$ cat src/rtl/pwm_button_ctrl_pkg.sv
// Shared constants for the button-controlled PWM generator:
// reset settings, button lane indices and the period ceiling helper.
package pwm_button_ctrl_pkg;

  localparam int RST_PERIOD = 64;
  localparam int RST_DUTY   = 32;

  localparam int BTN_INC_DUTY = 0;
  localparam int BTN_DEC_DUTY = 1;
  localparam int BTN_INC_FREQ = 2;
  localparam int BTN_DEC_FREQ = 3;

  // Largest multiple of step that still fits in a cnt_w-bit register.
  function automatic int pmax(input int cnt_w, input int step);
    return (((1 << cnt_w) - 1) / step) * step;
  endfunction

endpackage

$ cat src/rtl/pwm_button_ctrl_debounce.sv
// Two-flop synchroniser plus hold counter turning a raw button
// into exactly one single-clock pulse per accepted press.
module button_debounce #(
  parameter int DB_CYCLES = 4
) (
  input  logic clk,
  input  logic rst,
  input  logic btn_in,
  output logic press_pulse
);

  localparam int CW = $clog2(DB_CYCLES + 1);
  localparam logic [CW-1:0] LAST = CW'(DB_CYCLES - 1);
  localparam logic [CW-1:0] ONE  = CW'(1);

  logic sync1_q;
  logic sync2_q;
  logic armed_q;
  logic armed_d;
  logic pulse_q;
  logic pulse_d;
  logic [CW-1:0] cnt_q;
  logic [CW-1:0] cnt_d;

  // Armed waits for a high run, disarmed waits for a low run.
  always_comb begin
    armed_d = armed_q;
    cnt_d   = cnt_q;
    pulse_d = 1'b0;
    if (armed_q == sync2_q) begin
      if (cnt_q == LAST) begin
        cnt_d   = '0;
        armed_d = ~armed_q;
        pulse_d = armed_q;
      end else begin
        cnt_d = cnt_q + ONE;
      end
    end else begin
      cnt_d = '0;
    end
  end

  always_ff @(posedge clk) begin
    if (rst) begin
      sync1_q <= 1'b0;
      sync2_q <= 1'b0;
      armed_q <= 1'b1;
      cnt_q   <= '0;
      pulse_q <= 1'b0;
    end else begin
      sync1_q <= btn_in;
      sync2_q <= sync1_q;
      armed_q <= armed_d;
      cnt_q   <= cnt_d;
      pulse_q <= pulse_d;
    end
  end

  assign press_pulse = pulse_q;

endmodule

$ cat src/rtl/pwm_button_ctrl.sv
// Button-stepped PWM: requested duty/period saturate on presses and
// are copied to the active registers only at the counter wrap.
module pwm_button_ctrl
  import pwm_button_ctrl_pkg::*;
#(
  parameter int DB_CYCLES = 4,
  parameter int CNT_W     = 8,
  parameter int STEP      = 8
) (
  input  logic clk,
  input  logic rst,
  input  logic increase_duty_bt,
  input  logic decrease_duty_bt,
  input  logic increase_freq_bt,
  input  logic decrease_freq_bt,
  output logic pwm_out
);

  localparam int W = CNT_W + 1;
  localparam logic [CNT_W-1:0] STEP_N = CNT_W'(STEP);
  localparam logic [CNT_W-1:0] PMAX_N = CNT_W'(pmax(CNT_W, STEP));
  localparam logic [CNT_W-1:0] ONE    = CNT_W'(1);
  localparam logic [W-1:0] STEP_W  = W'(STEP);
  localparam logic [W-1:0] STEP2_W = W'(2 * STEP);
  localparam logic [W-1:0] PMAX_W  = W'(pmax(CNT_W, STEP));

  logic [3:0] btn;
  logic [3:0] pulse;

  logic [CNT_W-1:0] period_q, period_d;
  logic [CNT_W-1:0] duty_q, duty_d;
  logic [CNT_W-1:0] period_a_q, period_a_d;
  logic [CNT_W-1:0] duty_a_q, duty_a_d;
  logic [CNT_W-1:0] cnt_q, cnt_d;
  logic [CNT_W-1:0] duty_t;
  logic             pwm_q, pwm_d;
  logic             wrap;

  assign btn = {decrease_freq_bt, increase_freq_bt,
                decrease_duty_bt, increase_duty_bt};

  for (genvar i = 0; i < 4; i++) begin : g_db
    button_debounce #(.DB_CYCLES(DB_CYCLES)) u_db (
      .clk        (clk),
      .rst        (rst),
      .btn_in     (btn[i]),
      .press_pulse(pulse[i])
    );
  end

  always_comb begin
    period_d = period_q;
    if (pulse[BTN_INC_FREQ] && !pulse[BTN_DEC_FREQ]) begin
      if ({1'b0, period_q} < STEP2_W) period_d = STEP_N;
      else                             period_d = period_q - STEP_N;
    end else if (pulse[BTN_DEC_FREQ] && !pulse[BTN_INC_FREQ]) begin
      if ({1'b0, period_q} + STEP_W > PMAX_W) period_d = PMAX_N;
      else                                    period_d = period_q + STEP_N;
    end

    duty_t = duty_q;
    if (pulse[BTN_INC_DUTY] && !pulse[BTN_DEC_DUTY]) begin
      if ({1'b0, duty_q} + STEP_W > {1'b0, period_d}) duty_t = period_d;
      else                                          duty_t = duty_q + STEP_N;
    end else if (pulse[BTN_DEC_DUTY] && !pulse[BTN_INC_DUTY]) begin
      if (duty_q < STEP_N) duty_t = '0;
      else                 duty_t = duty_q - STEP_N;
    end
    // A shrinking period drags the duty down with it.
    duty_d = (duty_t > period_d) ? period_d : duty_t;
  end

  always_comb begin
    wrap       = (cnt_q == period_a_q - ONE);
    cnt_d      = wrap ? '0 : cnt_q + ONE;
    period_a_d = wrap ? period_q : period_a_q;
    duty_a_d   = wrap ? duty_q : duty_a_q;
    pwm_d      = (cnt_q < duty_a_q);
  end

  always_ff @(posedge clk) begin
    if (rst) begin
      period_q   <= CNT_W'(RST_PERIOD);
      duty_q     <= CNT_W'(RST_DUTY);
      period_a_q <= CNT_W'(RST_PERIOD);
      duty_a_q   <= CNT_W'(RST_DUTY);
      cnt_q      <= '0;
      pwm_q      <= 1'b0;
    end else begin
      period_q   <= period_d;
      duty_q     <= duty_d;
      period_a_q <= period_a_d;
      duty_a_q   <= duty_a_d;
      cnt_q      <= cnt_d;
      pwm_q      <= pwm_d;
    end
  end

  assign pwm_out = pwm_q;

endmodule

$ cat config.mk
export PLATFORM = sky130hd
export DESIGN_NAME = pwm_button_ctrl
export DESIGN_NICKNAME = d
export VERILOG_FILES = /design/src/rtl/pwm_button_ctrl_pkg.sv /design/src/rtl/pwm_button_ctrl_debounce.sv /design/src/rtl/pwm_button_ctrl.sv
export SDC_FILE = /design/constraint.sdc
export NUM_CORES = 1
export LEC_CHECK = 0
export BUFFER_PORTS_ARGS = -buffer_cell sky130_fd_sc_hd__buf_2
export CAP_MARGIN = 30
export CORE_ASPECT_RATIO = 0.8
export CORE_MARGIN = 10
export CORE_UTILIZATION = 50
export DETAILED_ROUTE_END_ITERATION = 6
export PLACE_DENSITY = 0.68
export SLEW_MARGIN = 20
export SYNTH_ARGS = -nofsm -noshare
export SYNTH_HDL_FRONTEND = slang
export SYNTH_HIERARCHICAL = 1
export SYNTH_SLANG_ARGS = --single-unit
$ cat constraint.sdc
create_clock -name clk -period 5.1 [get_ports clk]
set_clock_uncertainty 0.15 [all_clocks]
set_input_delay 0.765 -clock clk [delete_from_list [all_inputs] [get_ports clk]]
set_output_delay 0.765 -clock clk [all_outputs]
set_load 0.1 [all_outputs]
; ---- Word level (Yosys, flattened, before mapping)
; Cells that the tools add are included.
[word_totals]
register_bits = 69
inputBits = 6
out_inout_bits = 1
word_cells = 95
[classes]
n_addsub = 12
n_lt_le_gt_ge = 6
n_eq_ne = 9
mux = 9
n_bitwise = 12
reduce_logical = 21
[ops]
columns = op, n
row1 = 2-to-1 mux 8 bit, 9
row2 = OR reduction 3 bit, 8
row3 = adder 8 x 4 -> 9 bit (second input constant), 2
row4 = adder 8 x 4 -> 8 bit (second input constant), 2
row5 = subtractor 8 x 4 -> 8 bit (second input constant), 2
row6 = adder 3 x 1 -> 3 bit (second input constant), 4
row7 = == test 3 x 2 -> 1 bit (second input constant), 4
row8 = inverter 1 bit, 12
row9 = greater-than comparator 9 x 8 -> 1 bit, 1
row10 = greater-than comparator 9 x 8 -> 1 bit (second input constant), 1
row11 = adder 8 x 1 -> 8 bit (second input constant), 1
row12 = == test 8 bit, 1
row13 = greater-than comparator 8 bit, 1
row14 = < comparator 8 x 4 -> 1 bit (second input constant), 1
row15 = < comparator 8 x 5 -> 1 bit (second input constant), 1
row16 = < comparator 8 bit, 1
row17 = AND reduction 2 bit, 4
row18 = subtractor 8 x 1 -> 8 bit (second input constant), 1
row19 = == test 1 bit, 4
row20 = logical AND 1 bit, 4
row21 = zero test 1 bit, 4
row22 = OR reduction 2 bit, 1

; ---- Longest topological paths before layout
; Gate-level depths: netlist of the first run.
[depth]
word_depth = 10
depth_mapped = 25
ltp_nobuf = 22

; ---- Cells and area by module
; Netlist of the first run, hierarchy kept.
[by_module_without_submodules]
columns = module, n_inst, cells_each, area_per_inst_um2, seq_area_each_um2
row1 = pwm_button_ctrl, 1, 369, 2996.6, 820.8
row2 = button_debounce, 4, 20, 246.5, 140.1

; ---- Worst setup path after synthesis of the first run
; Ideal clock, no wire load.
[synth_timing]
path_kind = flip-flop to flip-flop
startpoint = reg period_q[3]
endpoint = reg duty_q[3]
setup_time_ps = 95
t_arrival_ps = 4559
required_ps = 4855
setup_slack_ps = 295
path_stages_with_launch = 23
n_path_buf = 2
synth_period_minus_slack_ps = 4805
path_cell_list = dfxtp_1 -> clkbuf_1 -> inv_1 -> ha_1 -> and4b_1 -> o21ai_0 -> nand3b_1 -> a21oi_1 -> nand2_1 -> ha_1 -> and3_2 -> a31oi_1 -> o41ai_4 -> and2_2 -> or2_2 -> a21boi_0 -> ha_1 -> and3_1 -> nand4_1 -> o21a_1 -> clkbuf_1 -> o21ai_0 -> a221oi_1
[synth_via]
elab_chain_cells = 10
elab_cells_between_ends = 14
cone_classes = add/sub: 3 / order compare: 4 / mux: 7
[synth_rtl]
columns = item, line
row1 = "start, declared", pwm_button_ctrl.sv:30  ; logic [CNT_W-1:0] period_q, period_d;
row2 = "start signal, assigned", pwm_button_ctrl.sv:83  ; period_q <= CNT_W'(RST_PERIOD);
row3 = "start signal, assigned", pwm_button_ctrl.sv:90  ; period_q <= period_d;
row4 = adder 8 x 4 -> 9 bit, pwm_button_ctrl.sv:57  ; if ({1'b0, period_q} + STEP_W > PMAX_W) period_d = PMAX_N;
row5 = greater-than comparator 9 x 8 -> 1 bit, pwm_button_ctrl.sv:57
row6 = 2-to-1 mux 8 bit, pwm_button_ctrl.sv:57
row7 = 2-to-1 mux 8 bit, pwm_button_ctrl.sv:56  ; end else if (pulse[BTN_DEC_FREQ] && !pulse[BTN_INC_FREQ]) begin
row8 = 2-to-1 mux 8 bit (*), pwm_button_ctrl.sv:53  ; if (pulse[BTN_INC_FREQ] && !pulse[BTN_DEC_FREQ]) begin
row9 = greater-than comparator 9 x 8 -> 1 bit, pwm_button_ctrl.sv:63  ; if ({1'b0, duty_q} + STEP_W > {1'b0, period_d}) duty_t = period_d;
row10 = 2-to-1 mux 8 bit, pwm_button_ctrl.sv:63
row11 = 2-to-1 mux 8 bit, pwm_button_ctrl.sv:62  ; if (pulse[BTN_INC_DUTY] && !pulse[BTN_DEC_DUTY]) begin
row12 = greater-than comparator 8 bit, pwm_button_ctrl.sv:70  ; duty_d = (duty_t > period_d) ? period_d : duty_t;
row13 = 2-to-1 mux 8 bit (*), pwm_button_ctrl.sv:70
row14 = "end signal, assigned", pwm_button_ctrl.sv:84  ; duty_q <= CNT_W'(RST_DUTY);
row15 = "end signal, assigned", pwm_button_ctrl.sv:91  ; duty_q <= duty_d;
row16 = "end, declared", pwm_button_ctrl.sv:31  ; logic [CNT_W-1:0] duty_q, duty_d;
; Mark *: on every way between the ends. The rest lies on a longest branch, timed or not.
; A chain may end at the register's enable or synchronous reset.

; ---- Worst setup path in the final report of the first run
[layout_timing]
startpoint = reg period_q[3]
endpoint = reg duty_q[0]
; Same word-level chain as after synthesis.

==> qor.yml, run 1 <==
status: "complete, no violations"
antenna_found_initial: 0
p_leak_uw: 0.00184
crit_fanout: 8
grt_max_degree: 35
drt_iter0_drc: 221
fin_crit_sh: 0.964
synth_area_leaders: "dfxtp_1, ha_1, nor2_1"
holdWs_ns: 0.278
core-area_um2: 7840
diodes: 0
hold_viol_final: 0
layout_commonest_cell: "dfxtp_1"
setup_ws_ns: 0.182
synthCells: 449
grt_usage: 0.146
cts_made_buffers: 9
clk_latency_ns: 0.35
max_stage_delay_ns: 0.38
hp-class: "reg -> reg"
synth-edff-count: 0
cts_num_sinks: 69
clk_pin_slew_worst_paths_ns: 0.08
ir_drop_mv: 0.156
worstPathRequired_ns: 5.22
crit_arrival_ns: 5.04
power.total_uw: 1150
firstDrtPassIters: 4
overflow: 0
finalWorstPathRequiredPeriod_ns: 4.92
cts_tree: "built"
setup_tns_ns: 0
cts-hold-fix-buffers: 0
cts_root_buffer: "clkbuf_8"
synth_ff_type: "dfxtp_1"
avgSynthCellArea_um2: 8.87
gp_congestion: 0.924
grt_pass1_vias: 3140
clock_path_buffers: 2
post-place-ws_ns: -0.00283
max_freq_mhz: 203
vias: 3319
io_buffers: 6
fillers: 721
tightest_slew_ns: 0.735
critPathSlowestCell: "dfxtp_4"
yosysSeqAreaShare: 0.347
drive_above_1_share: 0.156
netlist.area_leader.share: 0.347
area_growth_pct: 12.4
ant_nets: 0
dp_hpwl_um: 6440
syn-cell-area_um2: 3980
setup_viol: 0
initial_utilization: 0.508
wl_per_cell_um: 15.1
die-area_um2: 12000
mostFrequentLayoutCells: "dfxtp_1, nor2_1, ha_1, inv_1, nand2_1"
yosysUniqueCellTypes: 60
pin_count: 7
p_per_area_nw_per_um2: 258
crit_chain: "inv_1 -> buf_4 -> ha_1 -> o21ai_0 -> o311ai_1 -> nand2_1 -> inv_2 -> ha_1 -> a211oi_1 -> nor2_1 -> o41ai_4 -> buf_4 -> and2_2 -> o21ai_0 -> a21oi_1 -> ha_1 -> and3_1 -> o21ai_0 -> a31oi_1 -> o21a_2 -> clkbuf_4 -> or3_1 -> a21oi_1"
cts_max_level: 3
start_kind: "flip-flop"
die_w_um: 120
critPathKind: "reg -> reg"
synth_seq_cells: 69
synthesis.nets: 493
grt_pass1_wl_um: 14600
slew_headroom: 0.509
async_reset_ff_frac: 0
synth_warnings: 6
nNetsFinal: 514
maxCapViolCount: 0
slew_viol_final: 0
end_kind: "flip-flop"
placementRows: 29
die_h_um: 99.8
synth.largest_area_cell: "dfxtp_1"
post-route-drc-count: 0
via_per_inst: 5.69
routed_wl_um: 8830
## area by class of cell
type | count | area, um^2 | share of cell area
repair buffers | 27 | 188 | 0.0419
clock buffers | 11 | 151 | 0.0338
well taps | 108 | 135 | 0.0302
multi-input cells | 336 | 2450 | 0.548
clock inverters | 5 | 58.8 | 0.0131
flip-flops and latches | 69 | 1390 | 0.311
inverters | 27 | 101 | 0.0226
## power breakdown
| part | switching (uW) | internal (uW) | total, uW | leakage [uW] |
|---|---|---|---|---|
| sequential | 15.5 | 547 | 563 | 0.000561 |
| combinational | 71.2 | 58.9 | 130 | 0.00118 |
| clock | 210 | 252 | 462 | 0.000102 |
| total | 296 | 858 | 1150 | 0.00184 |
## kinds of logic after synthesis
logic type | after synthesis | synth area share
buf+inv | 44 | 0.0518
flops | 69 | 0.347
simple gates | 172 | 0.238
fa+ha+maj | 38 | 0.119
compound gates | 87 | 0.153
xor+xnor | 23 | 0.0506
mux | 16 | 0.0402
## registers in the layout (all words and copies together), names as in the netlist
register and count:
g_db.u_db/cnt_q 12, cnt_q 8, g_db.u_db/armed_q 4, pwm_out 1, duty_a_q 8, period_q 8, g_db.u_db/sync2_q 4, g_db.u_db/press_pulse 4
g_db.u_db/sync1_q 4, period_a_q 8, duty_q 8
## metal layers
metal	wire, um	share of wire	global-route usage	up-vias
met3	389	0.044	0.0376	16
met4	117	0.013	0.0454	0
met1	4430	0.50	0.194	1562
met5	0	0	0	-
li1	-	-	-	1658
met2	3890	0.44	0.230	83
## cell usage after synthesis, types with 3 or more instances
library cell,instances
a21oi_1,11
mux2i_1,16
o21a_1,4
or2_1,4
nand4_1,3
o22ai_1,3
dfxtp_1,69
clkbuf_1,11
xnor2_1,11
xor2_1,12
and2_1,3
a31oi_1,8
nor3_1,6
ha_1,38
nand3_1,18
nand2b_1,6
nor2_1,46
buf_2,4
a21o_1,10
nand2_1,26
nor4b_2,4
and4b_2,4
inv_1,27
a211oi_1,7
or4_1,3
o21ai_0,17
nor4_1,12
o31ai_1,4
nand3b_1,5
and3_1,6
nor2b_1,13
## metrics by stage
step,utilization,area (um^2),std cells
after floorplan,-,3980,449
after global placement,0.527,4130,558
after detailed placement,0.527,4130,558
after CTS,0.556,4360,576
after global routing,0.571,4480,583
final,0.571,4480,583
## worst max-delay path: cells and delay by family (launching register included)
kind / cells / cell delay (ns)
fa+ha+maj: 3 / 0.90
flops: 1 / 0.38
buf+inv: 5 / 0.65
simple gates: 5 / 0.94
compound gates: 10 / 1.82
## final timing paths
kind	cells after the start	slack, ns	from	endpoint
worst min register to register	1	0.28	g_db[3].u_db/cnt_q[0]	g_db[3].u_db/cnt_q[0]
worst max-delay path	23	0.18	period_q[3]	duty_q[0]
worst max register to register	23	0.18	period_q[3]	duty_q[0]
worst min-delay path	1	0.28	g_db[3].u_db/cnt_q[0]	g_db[3].u_db/cnt_q[0]
## repair_timing
action / 4_1_cts / 5_1_grt
pin swaps: 1 / 4
endpoints found under the setup margin: 2 / 8
gates resized for setup: 0 / 24
setup buffers: 2 / 7
No activity file was read; power rests on OpenSTA's default activity.
==> run 2, diff against run 1 <==
Settings changed: PLACE_DENSITY 0.68 to 0.66.
Clock period 5.1 ns to 5.5 ns, I/O delays scaled along.
==> qor.yml, run 2 (synthesis gave the netlist of run 1 again) <==
status: "complete, no violations"  # unchanged
start_kind: "flip-flop"  # unchanged
routed_wl_um: 8310  # was 8830 um
layout_commonest_cell: "dfxtp_1"  # unchanged
vias: 3172  # was 3319
post-place-ws_ns: 0.173  # was -0.00283 ns
drive_above_1_share: 0.103  # was 0.156
tightest_slew_ns: 0.684  # was 0.735 ns
cts_root_buffer: "clkbuf_8"  # unchanged
grt-busiest-layer: "met2"  # unchanged
crit_fanout: 14  # was 8
critPathSlowestCell: "dfxtp_2"  # was dfxtp_4
diodes: 0  # unchanged
worstPathRequired_ns: 5.60  # was 5.22 ns
grt_usage: 0.140  # was 0.146
drt_iter0_drc: 197  # was 221
grt_max_degree: 36  # was 35
max_stage_delay_ns: 0.42  # was 0.38 ns
wl_per_cell_um: 14.7  # was 15.1 um
crit_arrival_ns: 5.18  # was 5.04 ns
die_h_um: 99.8  # unchanged
placementRows: 29  # unchanged
setup_tns_ns: 0  # unchanged
grt_setup_unrepaired: "no"
setup_viol: 0  # unchanged
p_leak_uw: 0.00176  # was 0.00184 uW
end_kind: "flip-flop"  # unchanged
dp_hpwl_um: 6060  # was 6440 um
grt_use_met3: 0.0348  # was 0.0376
die_w_um: 120  # unchanged
cts_setup_buffers: 0  # was 2
min_to: "g_db[2].u_db/cnt_q[0]"  # was g_db[3].u_db/cnt_q[0]
largest_register: "g_db.u_db/cnt_q"  # unchanged
cts_tree: "built"  # unchanged
crit_top_cell: "ha_1"
crit_chain: "inv_1 -> ha_1 -> and4b_1 -> o21ai_0 -> nand3b_1 -> a21oi_2 -> nand2_1 -> ha_1 -> and3_2 -> a31oi_1 -> o41ai_4 -> and2_2 -> or2_2 -> a21boi_0 -> ha_1 -> a22oi_1 -> a31oi_1 -> o21a_2 -> and3_1 -> a211oi_1"  # was inv_1 -> buf_4 -> ha_1 -> o21ai_0 -> o311ai_1 -> nand2_1 -> inv_2 -> ha_1 -> a211oi_1 -> nor2_1 -> o41ai_4 -> buf_4 -> and2_2 -> o21ai_0 -> a21oi_1 -> ha_1 -> and3_1 -> o21ai_0 -> a31oi_1 -> o21a_2 -> clkbuf_4 -> or3_1 -> a21oi_1
critPathKind: "reg -> reg"  # unchanged
setup_ws_ns: 0.414  # was 0.182 ns
max_freq_mhz: 197  # was 203 MHz
p_per_area_nw_per_um2: 251  # was 258 nW/um^2
antenna_found_initial: 0  # unchanged
core-area_um2: 7840  # unchanged
holdPathStages: 1  # unchanged
cts-hold-fix-buffers: 0  # unchanged
cts_made_buffers: 9  # unchanged
maxCapViolCount: 0  # unchanged
die-area_um2: 12000  # unchanged
via_per_inst: 5.60  # was 5.69
r2r-end: "duty_q[5]"  # was duty_q[0]
slew_headroom: 0.544  # was 0.509
cts_max_level: 3  # unchanged
fin_crit_sh: 0.925  # was 0.964
hold_viol_final: 0  # unchanged
clk_latency_ns: 0.35  # about the same
initial_utilization: 0.508  # unchanged
pin_count: 7  # unchanged
mostFrequentLayoutCells: "dfxtp_1, nor2_1, ha_1, inv_1, nand2_1"  # unchanged
gp_congestion: 0.941  # was 0.924
reg2reg_slack_ns: 0.41  # was 0.18 ns
clk_pin_slew_worst_paths_ns: 0.08  # about the same
grt_pass1_vias: 2854  # was 3140
nNetsFinal: 497  # was 514
firstDrtPassIters: 5  # was 4
io_buffers: 6  # unchanged
cts_num_sinks: 69  # unchanged
largest_register_ffs: 12  # unchanged
use_met2: 0.212  # was 0.230
finalWorstPathRequiredPeriod_ns: 5.09  # was 4.92 ns
r2r-start: "period_q[3]"  # unchanged
ir_drop_mv: 0.201  # was 0.156 mV
slew_viol_final: 0  # unchanged
ant_nets: 0  # unchanged
post-route-drc-count: 0  # unchanged
grt_util_met1: 0.188  # was 0.194
fillers: 732  # was 721
hp-class: "reg -> reg"  # unchanged
overflow: 0  # unchanged
area_growth_pct: 8.39  # was 12.4%
clock_path_buffers: 2  # unchanged
grt_pass1_wl_um: 13700  # was 14600 um
min_from: "g_db[2].u_db/cnt_q[0]"  # was g_db[3].u_db/cnt_q[0]
reg2reg_depth: 20  # was 23
==> run 2: layout make-up <==
| class | instances | area (um^2) | area share |
|---|---|---|---|
| inverter | 27 | 101 | 0.0235 |
| clock inverter | 5 | 82.6 | 0.0191 |
| sequential | 69 | 1380 | 0.321 |
| timing repair buffer | 10 | 60.1 | 0.0139 |
| clock buffer | 11 | 141 | 0.0328 |
| multi-input combinational | 336 | 2410 | 0.559 |
| tap | 108 | 135 | 0.0313 |
==> run 2: stage by stage <==
step,power (uW),utilization,instances,hold WS (ns),area (um^2)
final,1090,0.551,566,0.278,4320
after global routing,1130,0.551,566,0.294,4320
after CTS,1090,0.548,566,0.282,4300
after detailed placement,624,0.520,550,0.271,4070
after global placement,623,0.520,550,0.265,4070
after floorplan,601,-,449,0.255,3980
==> run 2: per-layer routing <==
metal / vias up / routed length (um)
li1: 1619 / -
met1: 1447 / 4150
met2: 95 / 3580
met3: 11 / 461
met4: 0 / 118
met5: - / 0
==> run 2: report_power, final <==
part           internal, uW  switching (uW)  total, uW  leakage, uW
Clock                   270             199        468     0.000114
Combinational          37.7            57.7       95.3      0.00109
Sequential              508            13.5        522     0.000560
Total                   815             270       1090      0.00176
==> run 2: worst max path at each step <==
stage | start | to | slack, ns | cells after the start
finish | period_q[3] | duty_q[5] | 0.41 | 20
global route | period_q[3] | duty_q[2] | 0.03 | 20
CTS | period_q[3] | duty_q[4] | 0.09 | 20
detailed placement | period_q[3] | duty_q[4] | 0.17 | 20
global placement | period_q[3] | duty_q[4] | 0.28 | 20
floorplan | period_q[3] | duty_q[3] | 0.70 | 22
==> run 2: repair_timing <==
item,CTS,global route
gates resized for setup,0,6
endpoints found under the hold margin,0,0
endpoints found under the setup margin,0,8
==> run 2: worst max-delay path, delay by kind of cell (launching register included) <==
| kind | cells | cell delay (ns) |
|---|---|---|
| fa+ha+maj | 3 | 0.88 |
| flops | 1 | 0.42 |
| compound gates | 9 | 1.96 |
| buf+inv | 1 | 0.11 |
| simple gates | 7 | 1.47 |
==> run 3, diff against run 2 <==
Settings changed: CORE_ASPECT_RATIO 0.8 to default.
==> qor.yml, run 3 (synthesis gave the netlist of run 1 again) <==
clk_latency_ns: 0.34  # was 0.35 ns
fin_util: 0.557  # was 0.551
vias: 3155  # was 3172
nNetsFinal: 498  # was 497
clk_pin_slew_worst_paths_ns: 0.07  # was 0.08 ns
grt_util_met1: 0.165  # was 0.188
cts_tree: "built"  # unchanged
crit_arrival_ns: 5.24  # was 5.18 ns
max_freq_mhz: 194  # was 197 MHz
cts_num_sinks: 69  # unchanged
worstPathRequired_ns: 5.60  # about the same
status: "complete, no violations"  # unchanged
finalWorstPathRequiredPeriod_ns: 5.15  # was 5.09 ns
cts_made_buffers: 9  # unchanged
stdcell_count: 561  # was 566
power.total_uw: 1070  # was 1090 uW
tightest_slew_ns: 0.599  # was 0.684 ns
path_depth: 21  # was 20
die_w_um: 109  # was 120 um
setup_tns_ns: 0  # unchanged
layout_commonest_cell: "dfxtp_1"  # unchanged
area_growth_pct: 8.17  # was 8.39%
cts_root_buffer: "clkbuf_8"  # unchanged
die-area_um2: 11900  # was 12000 um^2
ir_drop_mv: 0.153  # was 0.201 mV
post-route-drc-count: 0  # unchanged
fin_crit_sh: 0.936  # was 0.925
grt_usage: 0.141  # was 0.140
reg2reg_depth: 21  # was 20
use_met2: 0.244  # was 0.212
holdPathStages: 1  # unchanged
placementRows: 32  # was 29
gp_congestion: 0.937  # was 0.941
via_per_inst: 5.62  # was 5.60
pin_count: 7  # unchanged
largest_register_ffs: 12  # unchanged
io_buffers: 6  # unchanged
diodes: 0  # unchanged
mostFrequentLayoutCells: "dfxtp_1, nor2_1, ha_1, inv_1, nand2_1"  # unchanged
routed_wl_um: 8050  # was 8310 um
critPathKind: "reg -> reg"  # unchanged
p_leak_uw: 0.00176  # about the same
max_stage_delay_ns: 0.54  # was 0.42 ns
overflow: 0  # unchanged
end_kind: "flip-flop"  # unchanged
die_h_um: 109  # was 99.8 um
hold_viol_final: 0  # unchanged
grt-busiest-layer: "met2"  # unchanged
cts_max_level: 3  # unchanged
cp.buffers_inverters: 1  # unchanged
holdWs_ns: 0.281  # was 0.278 ns
place_inst: 544  # was 550
critPathSlowestCell: "o41ai_4"  # was dfxtp_2
dp_hpwl_um: 5990  # was 6060 um
core-area_um2: 7730  # was 7840 um^2
firstDrtPassIters: 4  # was 5
grt_pass1_vias: 2956  # was 2854
maxCapViolCount: 0  # unchanged
initial_utilization: 0.515  # was 0.508
wl_per_cell_um: 14.3  # was 14.7 um
setup_viol: 0  # unchanged
drt_iter0_drc: 241  # was 197
path_delay_family: "compound AO/OA/AOI/OAI gates"  # unchanged
ant_nets: 0  # unchanged
antenna_found_initial: 0  # unchanged
start_kind: "flip-flop"  # unchanged
slew_headroom: 0.600  # was 0.544
hp-class: "reg -> reg"  # unchanged
clock_path_buffers: 2  # unchanged
cts-hold-fix-buffers: 0  # unchanged
largest_register: "g_db.u_db/cnt_q"  # unchanged
grt_pass1_wl_um: 13700  # about the same
p_per_area_nw_per_um2: 248  # was 251 nW/um^2
grt_max_degree: 38  # was 36
crit_chain: "inv_1 -> ha_1 -> and4b_1 -> o21ai_0 -> nand3b_1 -> a21oi_4 -> nand2_1 -> ha_1 -> a21oi_1 -> a21boi_1 -> o41ai_4 -> nand2_1 -> o21ai_0 -> o21bai_1 -> ha_1 -> o21a_1 -> o21ai_0 -> a31oi_1 -> o21a_1 -> or4_1 -> o31ai_1"  # was inv_1 -> ha_1 -> and4b_1 -> o21ai_0 -> nand3b_1 -> a21oi_2 -> nand2_1 -> ha_1 -> and3_2 -> a31oi_1 -> o41ai_4 -> and2_2 -> or2_2 -> a21boi_0 -> ha_1 -> a22oi_1 -> a31oi_1 -> o21a_2 -> and3_1 -> a211oi_1
slew_viol_final: 0  # unchanged
drive_above_1_share: 0.102  # was 0.103
grt_use_met3: 0.0319  # was 0.0348
crit_fanout: 14  # unchanged
-- run 3: power breakdown --
group | internal, uW | switching (uW) | leakage (uW) | total (uW)
Combinational | 38.6 | 56.1 | 0.00109 | 94.6
Sequential | 508 | 13.5 | 0.000560 | 522
Clock | 257 | 196 | 0.000106 | 453
-- run 3: through the flow --
step	setup WS, ns	cell area (um^2)
3_3_place_gp	0.427	4070
6_report	0.354	4310
5_1_grt	-0.0112	4310
2_1_floorplan	0.695	3980
3_5_place_dp	0.180	4070
4_1_cts	0.134	4290
-- run 3: area by class of cell --
| type | instances | area, um^2 |
|---|---|---|
| Clock buffer | 9 | 124 |
| Clock inverter | 7 | 97.6 |
| Fill cell | 714 | 3420 |
| Inverter | 27 | 101 |
| Multi-Input combinational cell | 336 | 2410 |
| Sequential cell | 69 | 1380 |
| Tap cell | 102 | 128 |
| Timing Repair Buffer | 11 | 67.6 |
-- run 3: what timing repair did --
item	4_1_cts	5_1_grt
gates resized for setup	0	4
setup endpoints to repair	0	8
endpoints found under the hold margin	0	0
setup buffers	0	1
-- run 3: final timing paths --
kind | from | end | slack, ns
worst min register to register | g_db[1].u_db/cnt_q[0] | g_db[1].u_db/cnt_q[0] | 0.28
worst max-delay path | period_q[3] | duty_q[2] | 0.35
worst min-delay path | g_db[1].u_db/cnt_q[0] | g_db[1].u_db/cnt_q[0] | 0.28
worst max register to register | period_q[3] | duty_q[2] | 0.35
-- run 3: per-layer routing --
layer  vias up  routed length [um]
met5         -                   0
met4         0                 159
met3        16                 298
met2        71                3880
met1      1445                3710
li1       1623                   -
